$ cat config.mk
export PLATFORM = sky130hd
export DESIGN_NAME = voxel_stepper
export DESIGN_NICKNAME = d
export VERILOG_FILES = /design/src/rtl/voxel_stepper.sv
export SDC_FILE = /design/constraint.sdc
export NUM_CORES = 1
export LEC_CHECK = 0
export CORE_ASPECT_RATIO = 1.1
export CORE_UTILIZATION = 45
export CTS_BUF_LIST = sky130_fd_sc_hd__clkbuf_8
export CTS_CLUSTER_SIZE = 12
export DETAILED_ROUTE_END_ITERATION = 8
export PLACE_DENSITY = 0.71
export SLEW_MARGIN = 10
export SYNTH_ARGS = -nofsm -noshare
export SYNTH_HDL_FRONTEND = slang
export SYNTH_SLANG_ARGS = --single-unit
$ cat constraint.sdc
create_clock -name clk -period 3.7 [get_ports clk]
set_input_delay 1.11 -clock clk [delete_from_list [all_inputs] [get_ports clk]]
set_output_delay 1.11 -clock clk [all_outputs]
set_load 0.02 [all_outputs]
$ cat src/rtl/voxel_stepper.sv
// Voxel grid traversal stepper (Amanatides-Woo style).
// Emits one voxel per handshake until hit, out-of-bounds or step limit.
module voxel_stepper #(
  parameter int COORD_W   = 6,
  parameter int T_W       = 16,
  parameter int MAX_STEPS = 96
) (
  input  logic               clk,
  input  logic               rst,
  input  logic               start_valid,
  output logic               start_ready,
  input  logic [COORD_W-1:0] ix0,
  input  logic [COORD_W-1:0] iy0,
  input  logic [COORD_W-1:0] iz0,
  input  logic               neg_x,
  input  logic               neg_y,
  input  logic               neg_z,
  input  logic [T_W-1:0]     tmax_x,
  input  logic [T_W-1:0]     tmax_y,
  input  logic [T_W-1:0]     tmax_z,
  input  logic [T_W-1:0]     tdelta_x,
  input  logic [T_W-1:0]     tdelta_y,
  input  logic [T_W-1:0]     tdelta_z,
  output logic [COORD_W-1:0] ix,
  output logic [COORD_W-1:0] iy,
  output logic [COORD_W-1:0] iz,
  input  logic               oob,
  output logic               out_valid,
  input  logic               out_ready,
  input  logic               hit,
  output logic               done,
  output logic [1:0]         done_reason
);

  localparam int CNT_W = $clog2(MAX_STEPS + 1);
  localparam logic [CNT_W-1:0] LAST =
    CNT_W'(MAX_STEPS - 1);

  localparam logic [1:0] R_HIT = 2'b00;
  localparam logic [1:0] R_OOB = 2'b01;
  localparam logic [1:0] R_MAX = 2'b10;

  typedef enum logic [1:0] {
    S_IDLE,
    S_EMIT,
    S_DONE
  } state_t;

  state_t state_q;
  state_t state_d;

  logic [COORD_W-1:0] cx_q;
  logic [COORD_W-1:0] cy_q;
  logic [COORD_W-1:0] cz_q;
  logic [T_W-1:0]     tmx_q;
  logic [T_W-1:0]     tmy_q;
  logic [T_W-1:0]     tmz_q;
  logic [T_W-1:0]     tdx_q;
  logic [T_W-1:0]     tdy_q;
  logic [T_W-1:0]     tdz_q;
  logic               nx_q;
  logic               ny_q;
  logic               nz_q;
  logic [CNT_W-1:0]   cnt_q;
  logic [1:0]         reason_q;
  logic [1:0]         reason_d;

  logic load;
  logic adv;
  logic sel_x;
  logic sel_y;
  logic sel_z;

  // Saturating add keeps a far-away axis from wrapping to "nearest".
  function automatic logic [T_W-1:0] sat_add(
    input logic [T_W-1:0] a,
    input logic [T_W-1:0] b
  );
    logic [T_W:0] s;
    s = {1'b0, a} + {1'b0, b};
    return s[T_W] ? {T_W{1'b1}} : s[T_W-1:0];
  endfunction

  function automatic logic [COORD_W-1:0] step_c(
    input logic [COORD_W-1:0] c,
    input logic               neg
  );
    return neg ? c - COORD_W'(1) : c + COORD_W'(1);
  endfunction

  // Smallest tmax wins; ties favour x, then y.
  always_comb begin
    sel_x = (tmx_q <= tmy_q) && (tmx_q <= tmz_q);
    sel_y = !sel_x && (tmy_q <= tmz_q);
    sel_z = !sel_x && !sel_y;
  end

  assign start_ready = (state_q == S_IDLE);
  assign out_valid   = (state_q == S_EMIT) && !oob;
  assign done        = (state_q == S_DONE);
  assign done_reason = done ? reason_q : 2'b00;
  assign ix          = cx_q;
  assign iy          = cy_q;
  assign iz          = cz_q;

  always_ff @(posedge clk) begin
    if (rst) begin
      state_q  <= S_IDLE;
      reason_q <= R_HIT;
    end else begin
      state_q  <= state_d;
      reason_q <= reason_d;
    end
  end

  always_comb begin
    state_d  = state_q;
    reason_d = reason_q;
    load     = 1'b0;
    adv      = 1'b0;
    unique case (state_q)
      S_IDLE: begin
        if (start_valid) begin
          load    = 1'b1;
          state_d = S_EMIT;
        end
      end
      S_EMIT: begin
        if (oob) begin
          state_d  = S_DONE;
          reason_d = R_OOB;
        end else if (out_ready) begin
          if (hit) begin
            state_d  = S_DONE;
            reason_d = R_HIT;
          end else if (cnt_q == LAST) begin
            state_d  = S_DONE;
            reason_d = R_MAX;
          end else begin
            adv = 1'b1;
          end
        end
      end
      S_DONE: state_d = S_IDLE;
      default: state_d = S_IDLE;
    endcase
  end

  always_ff @(posedge clk) begin
    if (rst) begin
      cx_q  <= '0;
      cy_q  <= '0;
      cz_q  <= '0;
      tmx_q <= '0;
      tmy_q <= '0;
      tmz_q <= '0;
      tdx_q <= '0;
      tdy_q <= '0;
      tdz_q <= '0;
      nx_q  <= 1'b0;
      ny_q  <= 1'b0;
      nz_q  <= 1'b0;
      cnt_q <= '0;
    end else if (load) begin
      cx_q  <= ix0;
      cy_q  <= iy0;
      cz_q  <= iz0;
      tmx_q <= tmax_x;
      tmy_q <= tmax_y;
      tmz_q <= tmax_z;
      tdx_q <= tdelta_x;
      tdy_q <= tdelta_y;
      tdz_q <= tdelta_z;
      nx_q  <= neg_x;
      ny_q  <= neg_y;
      nz_q  <= neg_z;
      cnt_q <= '0;
    end else if (adv) begin
      cnt_q <= cnt_q + CNT_W'(1);
      unique case (1'b1)
        sel_x: begin
          cx_q  <= step_c(cx_q, nx_q);
          tmx_q <= sat_add(tmx_q, tdx_q);
        end
        sel_y: begin
          cy_q  <= step_c(cy_q, ny_q);
          tmy_q <= sat_add(tmy_q, tdy_q);
        end
        sel_z: begin
          cz_q  <= step_c(cz_q, nz_q);
          tmz_q <= sat_add(tmz_q, tdz_q);
        end
        default: ;
      endcase
    end
  end

endmodule

==> flow_summary.ini <==
[min_path]
hold_class = flop to flop

[timing]
rsz0062_at_grt = no
final_hold_viol_count = 0
max_freq_ghz = 0.294
setup-tns-final_ns = 0
fin_skew_ns = 0.0132
tightestPinTransition_ns = 0.841
finalMaxSlewViolations = 0
finalSetupViolCount = 0
relSlewSlack_pct = 43.9
finalCritPeriodShare_pct = 91.9
fin_crit_ns = 3.40

[worst_setup_path]
crit_fanout = 4
arrival_ns = 2.29
crit_end = out_valid
r2r_start = tmy_q[0]$_SDFFE_PP0P_
cp-startpoint = oob
r2r_setup_slack_ns = 0.44
critPathKind = input pin to output pin
crit_path_start_kind = input pin
reg2reg_to = tmy_q[14]$_SDFFE_PP0P_
r2r_cells = 10
end_kind = output pin
required_ns = 2.59

[floorplan]
ios = 146
initial_utilization_pct = 46.0
fp.dieH_um = 149
num_rows = 53
coreArea_sq_mm = 0.0192
fp.dieArea_sq_mm = 0.0202
die_w_um = 136

[yosys]
yosys_warnings = 0
synthesis.nets = 1356
synth_area_sq_mm = 0.00882
ys_seq_area_share_pct = 29.0
synth-main-ff-cell = dfxtp_1
synth-seq-cells = 128
synth_edf_count = 0
ys_types = 69
async_flop_share_pct = 0
syn_avg_cell_area_sq_um = 7.89
synthCells = 1118

[route]
viasPerCell = 5.52
drtIter0Drc = 511
routed.top_layer = met4
routedWlPerCell_um = 15.8
wl_met3_um = 1360
route.detailed.drc = 0
vias = 8364
dr.pass1.iters = 5
routed_wl_um = 23900
dr_wl_met2_um = 11200
drt-met1-wl_um = 10800
ant_nets = 0

[clock_tree]
cts_resized = 0
cts_root_buf = clkbuf_8
post_cts.repair.setup_buffers = 0
numCtsBuffers = 17
cts_tree = built
cts_hold_buf = 0
htree_levels = 4
path_clk_slew_ns = 0.08
insertion_delay_ns = 0.46
clockBufferDepth = 2
cts_sinks = 128

[final_layout]
n_fill_cell = 1830
drive_gt1_share_pct = 6.07
nets = 1494
diodes = 0
synthToLayoutAreaGrowth_pct = 24.6
post-route-util_pct = 57.4
ff_latch_area_sq_mm = 0.00256
multi_input_area_sq_mm = 0.00586
final_cell_count_no_fill = 1516

[power]
ir_worst_vdd_mv = 0.254
p_per_area_mw_per_mm2 = 371
cellLeakagePower_nw = 4.64
p_total_w = 0.00408

[global_routing]
grt_usage_pct = 24.5
grt_max_degree = 55
grt_antenna_before_repair = 0
grt_pass1_vias = 8155
grt_overflow = 0
grt_pass1_wl_um = 38800

[outcome]
status = completed

[place]
io_buffers = 145
numPlacedInstances = 1484
gp_congestion = 0.902
dpl.hpwl_um = 18400

[run]
drv_cap = 0
## Yosys cell counts, types with 6 or more instances
| master | instances | area (sq um) |
|---|---|---|
| nor3_1 | 13 | 65.1 |
| nor2b_1 | 10 | 62.6 |
| nand3_1 | 29 | 145 |
| clkbuf_1 | 35 | 131 |
| nor2_1 | 96 | 360 |
| inv_1 | 59 | 221 |
| nand2_1 | 160 | 601 |
| nand2b_1 | 8 | 50.1 |
| ha_1 | 109 | 1360 |
| dfxtp_1 | 128 | 2560 |
| xnor2_1 | 40 | 350 |
| o22ai_1 | 8 | 50.1 |
| o211ai_1 | 10 | 75.1 |
| a21oi_1 | 154 | 771 |
| o21ai_0 | 37 | 185 |
| o21bai_1 | 12 | 90.1 |
| fa_1 | 6 | 120 |
| xor2_1 | 21 | 184 |
| a211oi_1 | 23 | 173 |
| and3_1 | 10 | 62.6 |
| a21o_1 | 25 | 188 |
| o2bb2ai_1 | 9 | 78.8 |
| nand4_1 | 13 | 81.3 |
| mux2i_1 | 8 | 80.1 |
## layout make-up
cell class	instances	area share, %
multi-input combinational	886	53.3
inverter	59	2.01
clock buffer	22	2.75
sequential	128	23.3
tap	247	2.81
clock inverter	10	1.21
timing repair buffer	164	14.6
## layer usage
metal / up-vias / global-route usage (%)
met5: - / 0
met4: 0 / 9.16
met3: 42 / 5.47
met2: 217 / 41.6
met1: 3856 / 30.0
li1: 4249 / -
## worst max-delay path, stage by stage
cell and delay [ns]:
clkdlybuf4s50_1 0.46, nor2_1 0.12, clkdlybuf4s50_1 0.60
## registers in the layout (all words and copies together) (netlist names)
signal / cells
tdz_q: 16
ny_q: 1
tmz_q: 16
cnt_q: 7
nz_q: 1
nx_q: 1
iz: 6
tmy_q: 16
iy: 6
tmx_q: 16
ix: 6
reason_q: 2
tdx_q: 16
state_q: 2
tdy_q: 16
## where the power goes
group,internal (W),switching [W]
clock network,0.000751,0.000575
logic,0.000536,0.000621
registers,0.00148,0.000115
## layout by cell type (no fill, tap or decap), types with 19 or more instances in the layout
cell and count:
a21o_1 25, clkdlybuf4s50_1 144, clkbuf_8 22, o21ai_0 37
xor2_1 21, dfxtp_1 128, xnor2_1 40, inv_1 60
buf_4 19, ha_1 109, a211oi_1 23, nand2_1 159
nand3_1 29, nor2_1 96, a21oi_1 154
## cells by family after synthesis
logic type | synth area share (%)
buffers and inverters | 4.64
adders and majority gates | 16.8
and+or+nand+nor | 18.6
xor gates and xnor gates | 6.06
AOI/OAI and AO/OA | 24.0
muxes | 0.908
DFF | 29.0
## how the worst min path moves through the flow
stage	startpoint	to	slack [ns]	cells past startpoint
4_1_cts	tdy_q[3]$_SDFFE_PP0P_	tdy_q[3]$_SDFFE_PP0P_	0.46	2
2_1_floorplan	tdx_q[0]$_SDFFE_PP0P_	tdx_q[0]$_SDFFE_PP0P_	0.44	2
3_3_place_gp	tdy_q[3]$_SDFFE_PP0P_	tdy_q[3]$_SDFFE_PP0P_	0.45	2
3_5_place_dp	tdy_q[3]$_SDFFE_PP0P_	tdy_q[3]$_SDFFE_PP0P_	0.45	2
6_report	tdy_q[3]$_SDFFE_PP0P_	tdy_q[3]$_SDFFE_PP0P_	0.46	2
5_1_grt	tdy_q[3]$_SDFFE_PP0P_	tdy_q[3]$_SDFFE_PP0P_	0.48	2
## metrics by stage
step / area, sq um / hold WS, ns / setup slack (ns)
final: 11000 / 0.458 / 0.301
after global routing: 11000 / 0.476 / 0.266
after CTS: 11000 / 0.462 / 0.300
after detailed placement: 10600 / 0.451 / 0.00631
after global placement: 10600 / 0.449 / 0.108
after floorplan: 8820 / 0.440 / 0.816
Power figures use the tool's default switching activity.
